`src/rtl/mem_stage.sv`:
```
// Memory-access pipeline stage: registers the EX result, completes loads against a
// variable-latency data memory, and drives WB, ID forwarding and HI/LO forwarding.
module mem_stage #(
    parameter int EX_TO_MEM_WD = 77,
    parameter int MEM_TO_WB_WD = 70,
    parameter int HILO_WD      = 66
) (
    input  logic                    clk,
    input  logic                    rst,
    input  logic [5:0]              stall,
    input  logic [EX_TO_MEM_WD-1:0] ex_to_mem_bus,
    input  logic [HILO_WD-1:0]      ex_to_mem1,
    input  logic [31:0]             data_rdata,
    input  logic                    data_rvalid,
    output logic [MEM_TO_WB_WD-1:0] mem_to_wb_bus,
    output logic [HILO_WD-1:0]      mem_to_wb1,
    output logic [37:0]             mem_to_id_bus,
    output logic [HILO_WD-1:0]      mem_to_id_2,
    output logic                    stallreq_mem
);

    localparam logic [1:0] IDLE = 2'd0;
    localparam logic [1:0] WAIT = 2'd1;
    localparam logic [1:0] DONE = 2'd2;

    logic [EX_TO_MEM_WD-1:0] bus_r;
    logic [HILO_WD-1:0]      hilo_r;
    logic [1:0]              state;
    logic [1:0]              state_nxt;
    logic [31:0]             rdata_buf;
    logic [31:0]             rdata_buf_nxt;

    logic [31:0] pc;
    logic [4:0]  load_op;
    logic [1:0]  addr_lo;
    logic        rf_we;
    logic [4:0]  rf_waddr;
    logic [31:0] ex_result;
    logic        is_load;
    logic        bus_update;
    logic        bubble;

    logic [31:0] raw;
    logic [7:0]  byte_v;
    logic [15:0] half_v;
    logic [31:0] load_data;
    logic [31:0] rf_wdata;

    logic unused_stall;

    assign unused_stall = ^{stall[5], stall[2:0]};

    // The register changes whenever MEM advances or a bubble is pushed into it.
    assign bubble     = stall[3] & ~stall[4];
    assign bus_update = ~stall[3] | bubble;

    always_ff @(posedge clk) begin
        if (!rst) begin
            bus_r  <= '0;
            hilo_r <= '0;
        end else if (bubble) begin
            bus_r  <= '0;
            hilo_r <= '0;
        end else if (!stall[3]) begin
            bus_r  <= ex_to_mem_bus;
            hilo_r <= ex_to_mem1;
        end
    end

    assign pc        = bus_r[76:45];
    assign load_op   = bus_r[44:40];
    assign addr_lo   = bus_r[39:38];
    assign rf_we     = bus_r[37];
    assign rf_waddr  = bus_r[36:32];
    assign ex_result = bus_r[31:0];
    assign is_load   = |load_op;

    // Read data is only buffered when the load cannot leave MEM on the cycle it arrives;
    // otherwise the buffered copy would be attributed to the next instruction.
    always_comb begin
        state_nxt     = state;
        rdata_buf_nxt = rdata_buf;
        case (state)
            IDLE: begin
                if (is_load && data_rvalid) begin
                    if (!bus_update) begin
                        rdata_buf_nxt = data_rdata;
                        state_nxt     = DONE;
                    end
                end else if (is_load) begin
                    state_nxt = WAIT;
                end
            end
            WAIT: begin
                if (data_rvalid) begin
                    rdata_buf_nxt = data_rdata;
                    state_nxt     = bus_update ? IDLE : DONE;
                end
            end
            DONE: begin
                if (bus_update) begin
                    state_nxt = IDLE;
                end
            end
            default: state_nxt = IDLE;
        endcase
    end

    always_ff @(posedge clk) begin
        if (!rst) begin
            state     <= IDLE;
            rdata_buf <= '0;
        end else begin
            state     <= state_nxt;
            rdata_buf <= rdata_buf_nxt;
        end
    end

    assign stallreq_mem = is_load & ~data_rvalid & (state != DONE);

    assign raw = (state == DONE) ? rdata_buf : data_rdata;

    // load_op is one-hot {lb, lbu, lh, lhu, lw}; EX guarantees natural alignment.
    always_comb begin
        byte_v = 8'h00;
        case (addr_lo)
            2'd0:    byte_v = raw[7:0];
            2'd1:    byte_v = raw[15:8];
            2'd2:    byte_v = raw[23:16];
            2'd3:    byte_v = raw[31:24];
            default: byte_v = 8'h00;
        endcase
        half_v = addr_lo[1] ? raw[31:16] : raw[15:0];

        load_data = raw;
        if (load_op[4]) begin
            load_data = {{24{byte_v[7]}}, byte_v};
        end else if (load_op[3]) begin
            load_data = {24'h000000, byte_v};
        end else if (load_op[2]) begin
            load_data = {{16{half_v[15]}}, half_v};
        end else if (load_op[1]) begin
            load_data = {16'h0000, half_v};
        end
    end

    assign rf_wdata = is_load ? load_data : ex_result;

    assign mem_to_wb_bus = {pc, rf_we, rf_waddr, rf_wdata};
    assign mem_to_id_bus = {rf_we, rf_waddr, rf_wdata};
    assign mem_to_wb1    = hilo_r;
    assign mem_to_id_2   = hilo_r;

endmodule

```
`config.mk`:
```
export PLATFORM = sky130hd
export DESIGN_NAME = mem_stage
export DESIGN_NICKNAME = d
export VERILOG_FILES = /design/src/rtl/mem_stage.sv
export SDC_FILE = /design/constraint.sdc
export NUM_CORES = 1
export LEC_CHECK = 0
export CAP_MARGIN = 20
export CORE_AREA = 3 3 164 166
export CTS_CLUSTER_SIZE = 30
export DETAILED_ROUTE_END_ITERATION = 16
export DIE_AREA = 0 0 167 169
export PLACE_DENSITY = 0.66
export SYNTH_ARGS = -nofsm -noshare
export SYNTH_HDL_FRONTEND = slang
export SYNTH_SLANG_ARGS = --single-unit
```
`constraint.sdc`:
```
create_clock -name clk -period 2.8 [get_ports clk]
set_input_delay 0.56 -clock clk [delete_from_list [all_inputs] [get_ports clk]]
set_output_delay 0.56 -clock clk [all_outputs]
set_load 0.005 [all_outputs]
```
Yosys cells after proc, flatten, opt, wreduce, memory -nomap -nowiden
Cells that the tools add are included.

operators by class
  equal/unequal tests = 12
  muxes and demuxes = 19
  bitwise gates (word level) = 8
  reduce and logical (&&, ||, !) cells = 8

operator list
  operator                                        count
  two-way mux 32 bit                              9
  one-hot mux 32 bit (2 select lines)             1
  one-hot mux 8 bit (4 select lines)              1
  two-way mux 16 bit                              1
  two-way mux 2 bit                               6
  inequality test 2 bit (second input constant)   5
  AND reduction 4 bit                             2
  == test 2 bit (second input constant)           3
  inequality test 3 bit (second input constant)   2
  one-hot mux 2 bit (3 select lines)              1
  OR reduction 5 bit                              1
  == test 2 x 1 -> 1 bit (second input constant)  2
  zero test 2 bit                                 2
  inverter 1 bit                                  4
  AND 1 bit                                       3
  nonzero test 2 bit                              1
  OR reduction 2 bit                              1
  logical AND 1 bit                               1
  bitwise OR 1 bit                                1

word-level totals
  bits in registers = 177
  input bits = 184
  logic and storage cells = 51

Longest topological paths before layout
  word-level depth = 8
  depth in mapped cells = 9
  depth with buffers taken out = 5

Least setup slack after synthesis
OpenSTA, ideal clock, no wires.

  kind = reg-to-output
  start point = register state[1]
  end point = output mem_to_wb_bus[21]
  data arrival time = 1.984 ns
  data required time = 2.240 ns
  setup slack = 0.256 ns
  stages on the path, launching flop included = 8
  path buffers = 2
  path through = dfxtp_1 nor2b_1 mux4_2 mux2i_4 a31oi_4 buf_6 o22a_1 buf_4

between the ends
  word-level cells in the longest chain between the ends = 7
  elaborated cells between the ends (all ways) = 9

RTL lines
  element                                                          line      RTL
  start: declaration                                               28        logic [1:0] state;
  start signal: assignment                                         114       state <= state_nxt;
  == test 2 bit *                                                  121       assign raw = (state == DONE) ? rdata_buf : data_rdata;
  two-way mux 32 bit *                                             121
  two-way mux 32 bit / two-way mux 16 bit (equally long branches)  142, 133
  two-way mux 32 bit                                               140       end else if (load_op[2]) begin
  two-way mux 32 bit                                               138       end else if (load_op[3]) begin
  two-way mux 32 bit *                                             136       if (load_op[4]) begin
  two-way mux 32 bit *                                             147       assign rf_wdata = is_load ? load_data : ex_result;
  end: declaration                                                 15        output logic [MEM_TO_WB_WD-1:0] mem_to_wb_bus,

Mark *: on every way between the ends. The rest lies on a longest branch, timed or not.

Worst setup path after layout
  start point = input data_rdata[23]
  end point = output mem_to_wb_bus[25]

between the ends
  word-level cells in the longest chain between the ends = 4

RTL lines
  element                             line  RTL
  start: declaration                  13    input logic [31:0] data_rdata,
  two-way mux 32 bit                  121
  one-hot mux 8 bit (4 select lines)  126   case (addr_lo)
  two-way mux 32 bit                  136
  two-way mux 32 bit                  147

No other way between the ends.

==> results by group <==
Cells and area
  – Fillers: 2314
  – Net total in the final layout: 1472
  – Final core occ: 53.3%
  – Post-route cell area: 13700 µm²
  – Layout cells sized above 1: 20.1%
  – Area Overhead vs Synth: 56.7%

Clock tree
  – Root Driver: clkbuf_16
  – CTS Sinks: 177
  – Register clock-pin slew on the reported worst setup and hold paths: 0.08 ns
  – Hold_buf cts: 0
  – Clock tree buffer depth: 2
  – Number of clock buffers inserted by TritonCTS: 17
  – CTS tree: done
  – CTS H-tree depth: 4
  – Clk_lat worst skew: 0.42 ns

Logic synthesis
  – Post-synth EDFFs: 0
  – Post-Synth Simple-Gate Area: 14.7%
  – Asr flop ratio synth: 0%
  – Mux share of post-synthesis cell area: 23.3%
  – Syn Inst Count: 971
  – Ys Warns: 0
  – Synthesized cell area: 8770 µm²
  – Synth Register Bits: 177
  – Ranking of synthesized cells by area: dfxtp_1 40%, mux2i_1 19%, buf_4 12%
  – Synth Area in Compound Gates: 6.42%
  – XOR/XNOR Fraction of Synth Area: 0%
  – Count of different cell masters after synthesis: 34
  – Most common cell in the synthesized netlist: dfxtp_1
  – Post-synth top area share: 40.4%
  – Commonest cells in the netlist: 177 x dfxtp_1, 167 x nor2_1, 166 x mux2i_1
  – Area leader, netlist: dfxtp_1
  – Seq/Total Area, Yosys: 40.4%
  – Largest family of logic cells by synthesized area: multiplexers
  – Syn_nets: 1155
  – Most used DFF post-synth: dfxtp_1
  – Adder-cell share of the synthesized area: 0%
  – Syn Area/Cell: 9.03 µm²

Routing
  – First drt pass iteration count: 5
  – Post-route ant nets: 0
  – Wire per inst: 19.2 µm
  – DR vias/cell: 4.82
  – Residual DRC: 0
  – Final wirelength: 31500 µm
  – Via Count: 7902
  – DR iter-0 viols: 473

Power and ir drop
  – Power density cells: 498 nW/µm²
  – Lkg Pwr: 5.83 nW
  – Maximum VDD drop: 0.275 mV

Die
  – Top Ports: 425
  – Die Area: 28200 µm²
  – Initial core utilization: 34.0%
  – Row cnt: 59
  – Die height: 169 µm
  – Core area: 25800 µm²
  – Die X: 167 µm

Placed design
  – Placed cell area: 12600 µm²
  – IO buf count: 420
  – RD Place Congestion: 0.845
  – Detailed Place HPWL: 23300 µm

GRT
  – Pin count of the biggest net entering global routing: 85
  – Total GRT Usage: 21.2%
  – Met2 usage: 34.8%
  – Met3 global-route usage: 5.23%
  – M1 GR Usage: 27.8%
  – Number of global-route vias before repair: 7619
  – Antenna violations before repair: 4
  – Global-route wire length before repair: 46800 µm
  – Busiest grt layer: met2
  – Total congestion overflow: 0

STA
  – Final worst clock skew: 0.00854 ns
  – Endpoints failing setup: 54
  – Worst slew pin tran: 0.672 ns
  – Final hold vios: 0
  – Max-slew violations: 0
  – Final WS setup: -0.355 ns
  – Fmax: 0.317 GHz
  – Setup TNS Final: -12.08 ns
  – Minimum clock period: 3.15 ns
  – RSZ-0062 raised after global routing: true
  – Crit share post-route: 113%
  – Max_slew headroom: 55.2%

Worst setup path
  – Peak fanout along the critical path: 8
  – Crit start category: input pin
  – Crit. End Element: primary output
  – Critical path's slowest cell: mux4_2
  – Max incr delay on CP: 0.56 ns
  – Crit path required time: 2.24 ns
  – Worst EP arrival: 2.59 ns
  – Crit path kind: input pin to primary output
  – Crit-path cells: clkdlybuf4s50_1, mux4_2, mux2i_4, buf_12, a31oi_4, o22a_1, buf_4, buf_6

Hold path
  – Worst hold-check path type: register to register

Run status
  – Failing checks: setup timing
  – Status: finished, violations left

Flow run
  – Max cap viols: 0
[registers in the layout, indices dropped and copies added, names as in the netlist]
name and flops:
rdata_buf 32, bus_r 77, mem_to_id_2 66, state 2
[metrics by stage]
step / instances / setup slack (ns) / hold slack [ns] / power (mW)
after floorplan: 971 / 0.256 / 0.436 / 3.58
after global placement: 1580 / -0.582 / 0.467 / 4.46
after detailed placement: 1580 / -0.585 / 0.478 / 4.47
after CTS: 1629 / -0.341 / 0.489 / 6.87
after global routing: 1639 / -0.461 / 0.511 / 7.15
final: 1639 / -0.355 / 0.488 / 6.85
[where the power goes]
| group | leakage (nW) | switching (mW) | internal [mW] |
|---|---|---|---|
| Clock | 0.286 | 1.17 | 1.21 |
| Sequential | 1.45 | 0.0994 | 2.64 |
| Combinational | 4.09 | 0.745 | 0.973 |
[per-layer routing]
layer | vias to the layer above | share of wire (%)
li1 | 3809 | -
met1 | 3709 | 43
met2 | 348 | 48
met3 | 34 | 7.3
met4 | 2 | 1.9
met5 | - | 0.063
[worst max-delay path, delay by kind of cell]
kind | cells | cell delay [ns]
AOI/OAI and AO/OA | 2 | 0.36
buffers and inverters | 4 | 0.82
muxes | 2 | 0.85
[what timing repair did]
action	in CTS	in global routing
gates resized for setup	323	65
setup endpoints to repair	64	64
cloned	3	0
pin swaps	29	23
setup buffers	18	11
[final timing paths]
path,end,slack [ns],depth (start not counted),start
setup / recovery,mem_to_wb_bus[25],-0.35,8,data_rdata[23]
hold / removal,rdata_buf[31]$_SDFFE_PN0P_,0.49,2,rdata_buf[31]$_SDFFE_PN0P_
setup reg to reg,rdata_buf[19]$_SDFFE_PN0P_,0.97,8,bus_r[40]$_SDFFE_PP0N_
hold reg to reg,rdata_buf[31]$_SDFFE_PN0P_,0.49,2,rdata_buf[31]$_SDFFE_PN0P_
[cells in the final DEF, fill, tap and decap left out, types with 3 or more instances in the layout]
cell type	n
nand3_1	47
mux2i_2	7
clkbuf_16	17
buf_8	4
buf_2	43
mux2i_1	149
mux2i_4	11
dfxtp_1	174
nand3_4	5
mux4_2	16
clkdlybuf4s50_1	351
buf_4	53
nand2_1	63
o22ai_2	4
nor2_1	166
o22a_1	16
dlygate4sd2_1	3
buf_6	31
nand3_2	6
nand2_2	4
inv_8	5
o21ai_0	35
o21ai_2	4
a21oi_1	15
buf_12	10
diode_2	3
a31oi_1	4
clkbuf_2	6
nor3_2	3
clkinv_4	4
[area by class of cell]
type                       instances  area (µm²)  share of cell area, %
antenna                            3        7.51                 0.0546
clock buffer                      18         439                   3.20
clock inverter                    14         145                   1.06
inverter                           2        7.51                 0.0546
multi-input combinational        587        4340                   31.6
sequential                       177        3550                   25.8
tap                              335         419                   3.05
timing repair buffer             503        4830                   35.2
[kinds of logic after synthesis]
family,Yosys count
compound gates,92
buf+inv,208
flops,177
mux,183
simple gates,311
Note: power is estimated with default switching activity, not from simulation.
